`config.mk`:
```
export PLATFORM = sky130hd
export DESIGN_NAME = regfile_scoreboard
export DESIGN_NICKNAME = d
export VERILOG_FILES = /design/src/rtl/regfile_scoreboard.sv
export SDC_FILE = /design/constraint.sdc
export NUM_CORES = 1
export LEC_CHECK = 0
export CAP_MARGIN = 20
export CELL_PAD_IN_SITES_DETAIL_PLACEMENT = 2
export CELL_PAD_IN_SITES_GLOBAL_PLACEMENT = 2
export CORE_UTILIZATION = 53
export CTS_CLUSTER_DIAMETER = 50
export DETAILED_ROUTE_END_ITERATION = 10
export DONT_BUFFER_PORTS = 1
export MAX_ROUTING_LAYER = met4
export PLACE_DENSITY_LB_ADDON = 0.1
export SYNTH_ARGS = -nofsm -noshare
export SYNTH_HDL_FRONTEND = slang
export SYNTH_SLANG_ARGS = --single-unit
```
`constraint.sdc`:
```
create_clock -name clk -period 9.96 [get_ports clk]
set_input_delay 1.992 -clock clk [delete_from_list [all_inputs] [get_ports clk]]
set_output_delay 1.992 -clock clk [all_outputs]
set_load 0.03 [all_outputs]
```
`src/rtl/regfile_scoreboard.sv`:
```
// Parametrised integer register file with a post-reset clear sequencer, optional
// write-to-read bypass and a per-register busy scoreboard for RAW hazard detection.
module regfile_scoreboard #(
    parameter int DATA_W         = 32,
    parameter int NUM_REGS       = 32,
    parameter int NUM_READ       = 2,
    parameter int BYPASS         = 1,
    parameter int CLEAR_ON_RESET = 1,
    localparam int ADDR_W        = $clog2(NUM_REGS)
) (
    input  logic                         clk,
    input  logic                         rst,
    input  logic [NUM_READ*ADDR_W-1:0]   read_addr,
    output logic [NUM_READ*DATA_W-1:0]   read_data,
    output logic [NUM_READ-1:0]          read_busy,
    input  logic                         write_en,
    input  logic [ADDR_W-1:0]            write_addr,
    input  logic [DATA_W-1:0]            write_data,
    input  logic                         reserve_en,
    input  logic [ADDR_W-1:0]            reserve_addr,
    output logic                         ready
);

    typedef enum logic {S_CLEAR, S_RUN} state_t;

    state_t              r_state;
    state_t              w_state_next;
    logic [ADDR_W-1:0]   r_clr_idx;
    logic [DATA_W-1:0]   r_regs [NUM_REGS];
    logic [NUM_REGS-1:0] r_busy;
    logic                w_run;

    always_ff @(posedge clk) begin
        if (rst) r_state <= S_CLEAR;
        else     r_state <= w_state_next;
    end

    always_comb begin
        w_state_next = r_state;
        case (r_state)
            S_CLEAR: if (CLEAR_ON_RESET == 0 || r_clr_idx == ADDR_W'(NUM_REGS - 1))
                         w_state_next = S_RUN;
            default: w_state_next = r_state;
        endcase
    end

    always_comb begin
        w_run = (r_state == S_RUN);
        ready = w_run;
    end

    // Index starts at 1: register 0 is hardwired and never stored.
    always_ff @(posedge clk) begin
        if (rst)                    r_clr_idx <= ADDR_W'(1);
        else if (r_state == S_CLEAR) r_clr_idx <= r_clr_idx + ADDR_W'(1);
    end

    always_ff @(posedge clk) begin
        if (!rst) begin
            if (r_state == S_CLEAR && CLEAR_ON_RESET != 0)
                r_regs[r_clr_idx] <= '0;
            else if (w_run && write_en && write_addr != '0)
                r_regs[write_addr] <= write_data;
        end
    end

    // Reserve is applied after the write clear so a same-cycle reserve wins.
    always_ff @(posedge clk) begin
        if (rst) begin
            r_busy <= '0;
        end else if (w_run) begin
            if (write_en && write_addr != '0)     r_busy[write_addr]   <= 1'b0;
            if (reserve_en && reserve_addr != '0) r_busy[reserve_addr] <= 1'b1;
        end
    end

    always_comb begin
        logic [ADDR_W-1:0] w_ra;
        logic              w_hit;
        w_ra      = '0;
        w_hit     = 1'b0;
        read_data = '0;
        read_busy = '0;
        for (int unsigned i = 0; i < NUM_READ; i++) begin
            w_ra  = read_addr[i*ADDR_W +: ADDR_W];
            w_hit = (BYPASS != 0) && write_en && (write_addr == w_ra);
            if (w_run && w_ra != '0) begin
                if (w_hit) begin
                    read_data[i*DATA_W +: DATA_W] = write_data;
                    read_busy[i]                  = 1'b0;
                end else begin
                    read_data[i*DATA_W +: DATA_W] = r_regs[w_ra];
                    read_busy[i]                  = r_busy[w_ra];
                end
            end
        end
    end

endmodule

```
; Yosys cells after proc, flatten, opt, wreduce, memory -nomap -nowiden
; Memories as Yosys holds them, arrays and structs flattened.
; Index checks and enable logic that the tools add are counted.
[classes]
n_mux = 32
magnitude_cmp = 6
addsub = 1
n_eq_ne = 3
n_reduce_logical = 15
bitwise = 3
[ops]
columns = op, n
row1 = two-way mux 32 bit, 9
row2 = bitwise AND 32 bit, 1
row3 = NOT 32 bit, 1
row4 = OR 32 bit, 1
row5 = OR reduction 32 bit, 1
row6 = less-than comparator 5 x 6 -> 1 bit (second input constant), 4
row7 = nonzero test 5 bit, 4
row8 = two-way mux 1 bit, 18
row9 = binary-select mux 1 bit (select 5 bit), 2
row10 = demux 1 bit (select 5 bit), 2
row11 = equality test 5 bit, 2
row12 = greater-or-equal comparator 5 x 1 -> 1 bit (second input constant), 2
row13 = logical AND 1 bit, 10
row14 = adder 5 x 1 -> 5 bit (second input constant), 1
row15 = equality test 5 bit (second input constant), 1
row16 = two-way mux 5 bit, 1
[word_totals]
mem_bits_rw = 1024
regBits = 38
out_inout_bits = 67
inputBits = 56
wordCells = 64
n_memories = 1
[mem_list]
columns = memory, depth, word_bits, read_ports, rd_ports_with_merged_regs, wr, line
row1 = r_regs, 32, 32, 2, 0, 1, 29  ; logic [DATA_W-1:0] r_regs [NUM_REGS];

; Longest topological paths before layout
[logic_depth]
ltp_word = 11
depth_mapped = 9
ltp_nobuf = 5

; Worst setup path after synthesis
; No wires, ideal clock.
[synth_timing]
kind = in2out
from = input port read_addr[7]
to = output port read_busy[1]
stages = 8
path_buffers = 3
path_slack_ns = 3.774
required_ns = 7.968
arrival_time_ns = 4.194
cell_sequence = buf_4 -> and2_1 -> buf_2 -> clkbuf_1 -> a221oi_1 -> a22oi_1 -> o21ai_1 -> nor4b_1
[synth_via]
elab_chain_cells = 4
elab_cells_between_ends = 8
classes_between = 1 x eq/ne / 4 x mux / 3 x reduce/logical
[synth_lines]
columns = element, line
row1 = "start, declared", 13  ; input logic [NUM_READ*ADDR_W-1:0] read_addr,
row2 = binary-select mux 1 bit (select 5 bit) / equality test 5 bit (equally long branches), "93, 86"
row3 = two-way mux 1 bit (not written as such) / logical AND 1 bit (equally long branches), "93, 86"
row4 = two-way mux 1 bit, 88  ; if (w_hit) begin
row5 = two-way mux 1 bit (*), 87  ; if (w_run && w_ra != '0) begin
row6 = "end, declared", 15  ; output logic [NUM_READ-1:0] read_busy,
; Every way passes the cells marked *; elsewhere a longest branch is shown, timed or not. The select of a mux whose other input is x is not followed.

; Final worst setup path
[layout_timing]
from = input port read_addr[5]
to = output port read_data[61]
[layout_via]
elab_chain_cells = 4
elab_cells_between_ends = 7
classes_between = 1 x eq/ne / 2 x mux / 3 x reduce/logical / 1 x memory
[layout_lines]
columns = element, line
row1 = branches (longest 3 deep; another with memory read (32 x 32 bit)), --
row2 = two-way mux 32 bit (*), 87
row3 = "end, declared", 14  ; output logic [NUM_READ*DATA_W-1:0] read_data,
; Every way passes the cells marked *.

==> flow_summary.toml <==
[route]
wl_per_cell_um = 47.3
vias = 34600
drt_iter0_markers = 5143
dr.pass1.iters = 5
viasPerCell = 7.94
drtAntennaViolNets = 0
routed_wl_um = 206000
post-route-drc-count = 0

[final_layout]
fin_nets = 3056
fillers = 7880
mostFrequentLayoutCell = "edfxtp_1"
syn2layout_area_growth_pct = 10.9
drive_gt1_share_pct = 21.2
stdcell_count = 4363
multi_input_area_um2 = 18200
seq_area_um2 = 31500
final_cell_mix = "1024 x edfxtp_1, 429 x mux2i_1, 325 x mux4_2, 156 x a221oi_1, 146 x o21ai_0"

[die]
io-pin-count = 123
die_x_um = 312
start_util_pct = 53.6
die_area_um2 = 97300
core_region_area_um2 = 95000
dieHeight_um = 312
row_count = 113

[cts]
cts_resized = 0
clkLatencyLatePin_ps = 760
clkTransAtPathRegs_ps = 50
post_cts_buffers = 0
cts.sinks = 1062
clk_path_buf_depth = 3
root_buffer = "clkbuf_16"
cts-buffers-inserted = 137
postCtsHoldBufs = 0
cts_tree = "done"
htreeDepth = 4

[setup_path]
end_kind = "output pin"
crit_type = "in -> out"
crit_arrival_ps = 6320
start_kind = "input port"
crit_fanout = 377
crit_required_ps = 7970

[synth]
avgSynthCellArea_um2 = 16.8
synth_fp_nets = 3096
async_reset_ff_share_pct = 0
synthAdderAreaFrac_pct = 0.0492
ys_warn_count = 0
ys_top_cells_by_area = "edfxtp_1 60%, mux4_2 14%, mux2i_1 8.4%"
synth_compound_area_share_pct = 9.40
ys_ff_latch = 1062
synthesis.area_um2 = 50900
synth_simple_gate_area_share_pct = 2.52
synth-edff-count = 1024
yosysTopAreaCell = "edfxtp_1"
ys_types = 60
syn_inst = 3038
synth_mux_area_share_pct = 23.0
synth_xor_area_share_pct = 0.224
synth_top_family_by_area = "multiplexers"
synth_seq_area_share_pct = 61.9
synthFlopType = "edfxtp_1"
synth_top_area_share_pct = 60.4

[global_route]
track_usage_pct = 43.7
grt_pass1_vias = 36800
grt_max_degree = 378
grt_pass1_wl_um = 288000
grt_antenna_before_repair = 4
overflow = 0

[placed_design]
place.gp.congestion = 0.833
place_hpwl_um = 106000
numPlacedInstances = 4112
portBuffers = 0

[sta]
worst_pin_slew_ps = 3170
slew_headroom_pct = -111
setup_tns_ps = 0
fmax_mhz = 120
hold_violations = 0
finalClockSkew_ps = 27.2
rsz0062_at_grt = "false"
setup_violations = 0
slew_violations = 529
period_needed_ps = 8310
finalCritPeriodShare_pct = 83.5

[power_and_ir_drop]
ir_worst_vdd_mv = 0.173
p_leak_nw = 17.5
p_per_area_nw_per_um2 = 184
total_power_mw = 10.4

[outcome]
outcome = "finished with violations"
violations = "slew limit"

[flow_run]
max-cap-violations = 0

[hold_path]
hold_path.class = "reg -> reg"
## worst paths after layout
| kind | depth (start not counted) | from | slack [ps] | endpoint |
|---|---|---|---|---|
| max | 5 | read_addr[5] | 1650 | read_data[61] |
| min | 1 | r_busy[0] | 490 | r_busy[0] |
| max reg2reg | 7 | ready | 5340 | r_regs[23][17] |
| min reg2reg | 1 | r_busy[0] | 490 | r_busy[0] |
## cell type report
class	count	share of cell area, %
tap	1265	2.80
clock buffer	163	6.49
antenna	3	0.0133
timing repair buffer	70	1.23
clock inverter	73	1.25
multi-input combinational	1718	32.3
inverter	9	0.0687
sequential	1062	55.8
## registers in the layout, summed over array words and instances (netlist names)
name       count
ready          1
r_busy        32
r_regs      1024
r_clr_idx      5
## routing by layer
layer | up-vias | GRT usage (%) | share of wire, %
met5 | - | - | 0
met4 | 0 | 24.3 | 6.2
met3 | 727 | 10.1 | 11
met2 | 2825 | 67.1 | 47
met1 | 18300 | 53.7 | 35
li1 | 12800 | - | -
## worst max-delay path, cell delays in order
cell,delay [ps]
mux4_2,1600
nand2_1,130
a21oi_1,110
nor4_1,780
nor4_2,260
## metrics by stage
stage / cell area, um2 / setup WS, ps / utilization [%] / hold slack, ps
after floorplan: 50900 / 3770 / - / 455
after global placement: 51800 / 3110 / 54.6 / 463
after CTS: 56200 / 3180 / 59.2 / 485
after detailed placement: 51900 / 3250 / 54.6 / 474
final: 56500 / 1650 / 59.4 / 486
after global routing: 56400 / 2960 / 59.4 / 513
## synthesized netlist by cell type (all sizes together), types with 4 or more instances
cell type and number:
nor2b 14, o21ai 157, nand4 4, clkbuf 101, buf 148, and2 33
edfxtp 1024, xnor2 11, inv 8, dfxtp 38, nand2 56, a21oi 136
a221oi 157, nor3 32, or2 5, a211o 33, nor2 87, a221o 74
nand3 9, mux4 325, a211oi 17, a22oi 90, nand2b 12, mux2i 434
## kinds of logic (layout without fill, tap and decap cells)
family / Yosys count / count (layout)
buffers and inverters: 258 / 315
AND/OR/NAND/NOR: 266 / 266
multiplexers: 761 / 761
flip-flops: 1062 / 1062
adder cells (fa/ha/maj): 2 / 2
XOR/XNOR: 13 / 13
other: 0 / 3
AO/OA/AOI/OAI: 676 / 676
## report_power, final
| group | internal (mW) | switching, mW | total, mW |
|---|---|---|---|
| registers | 4.88 | 0.0293 | 4.91 |
| clock network | 2.93 | 2.02 | 4.95 |
| logic | 0.246 | 0.301 | 0.547 |
No activity file was read; power rests on OpenSTA's default activity.
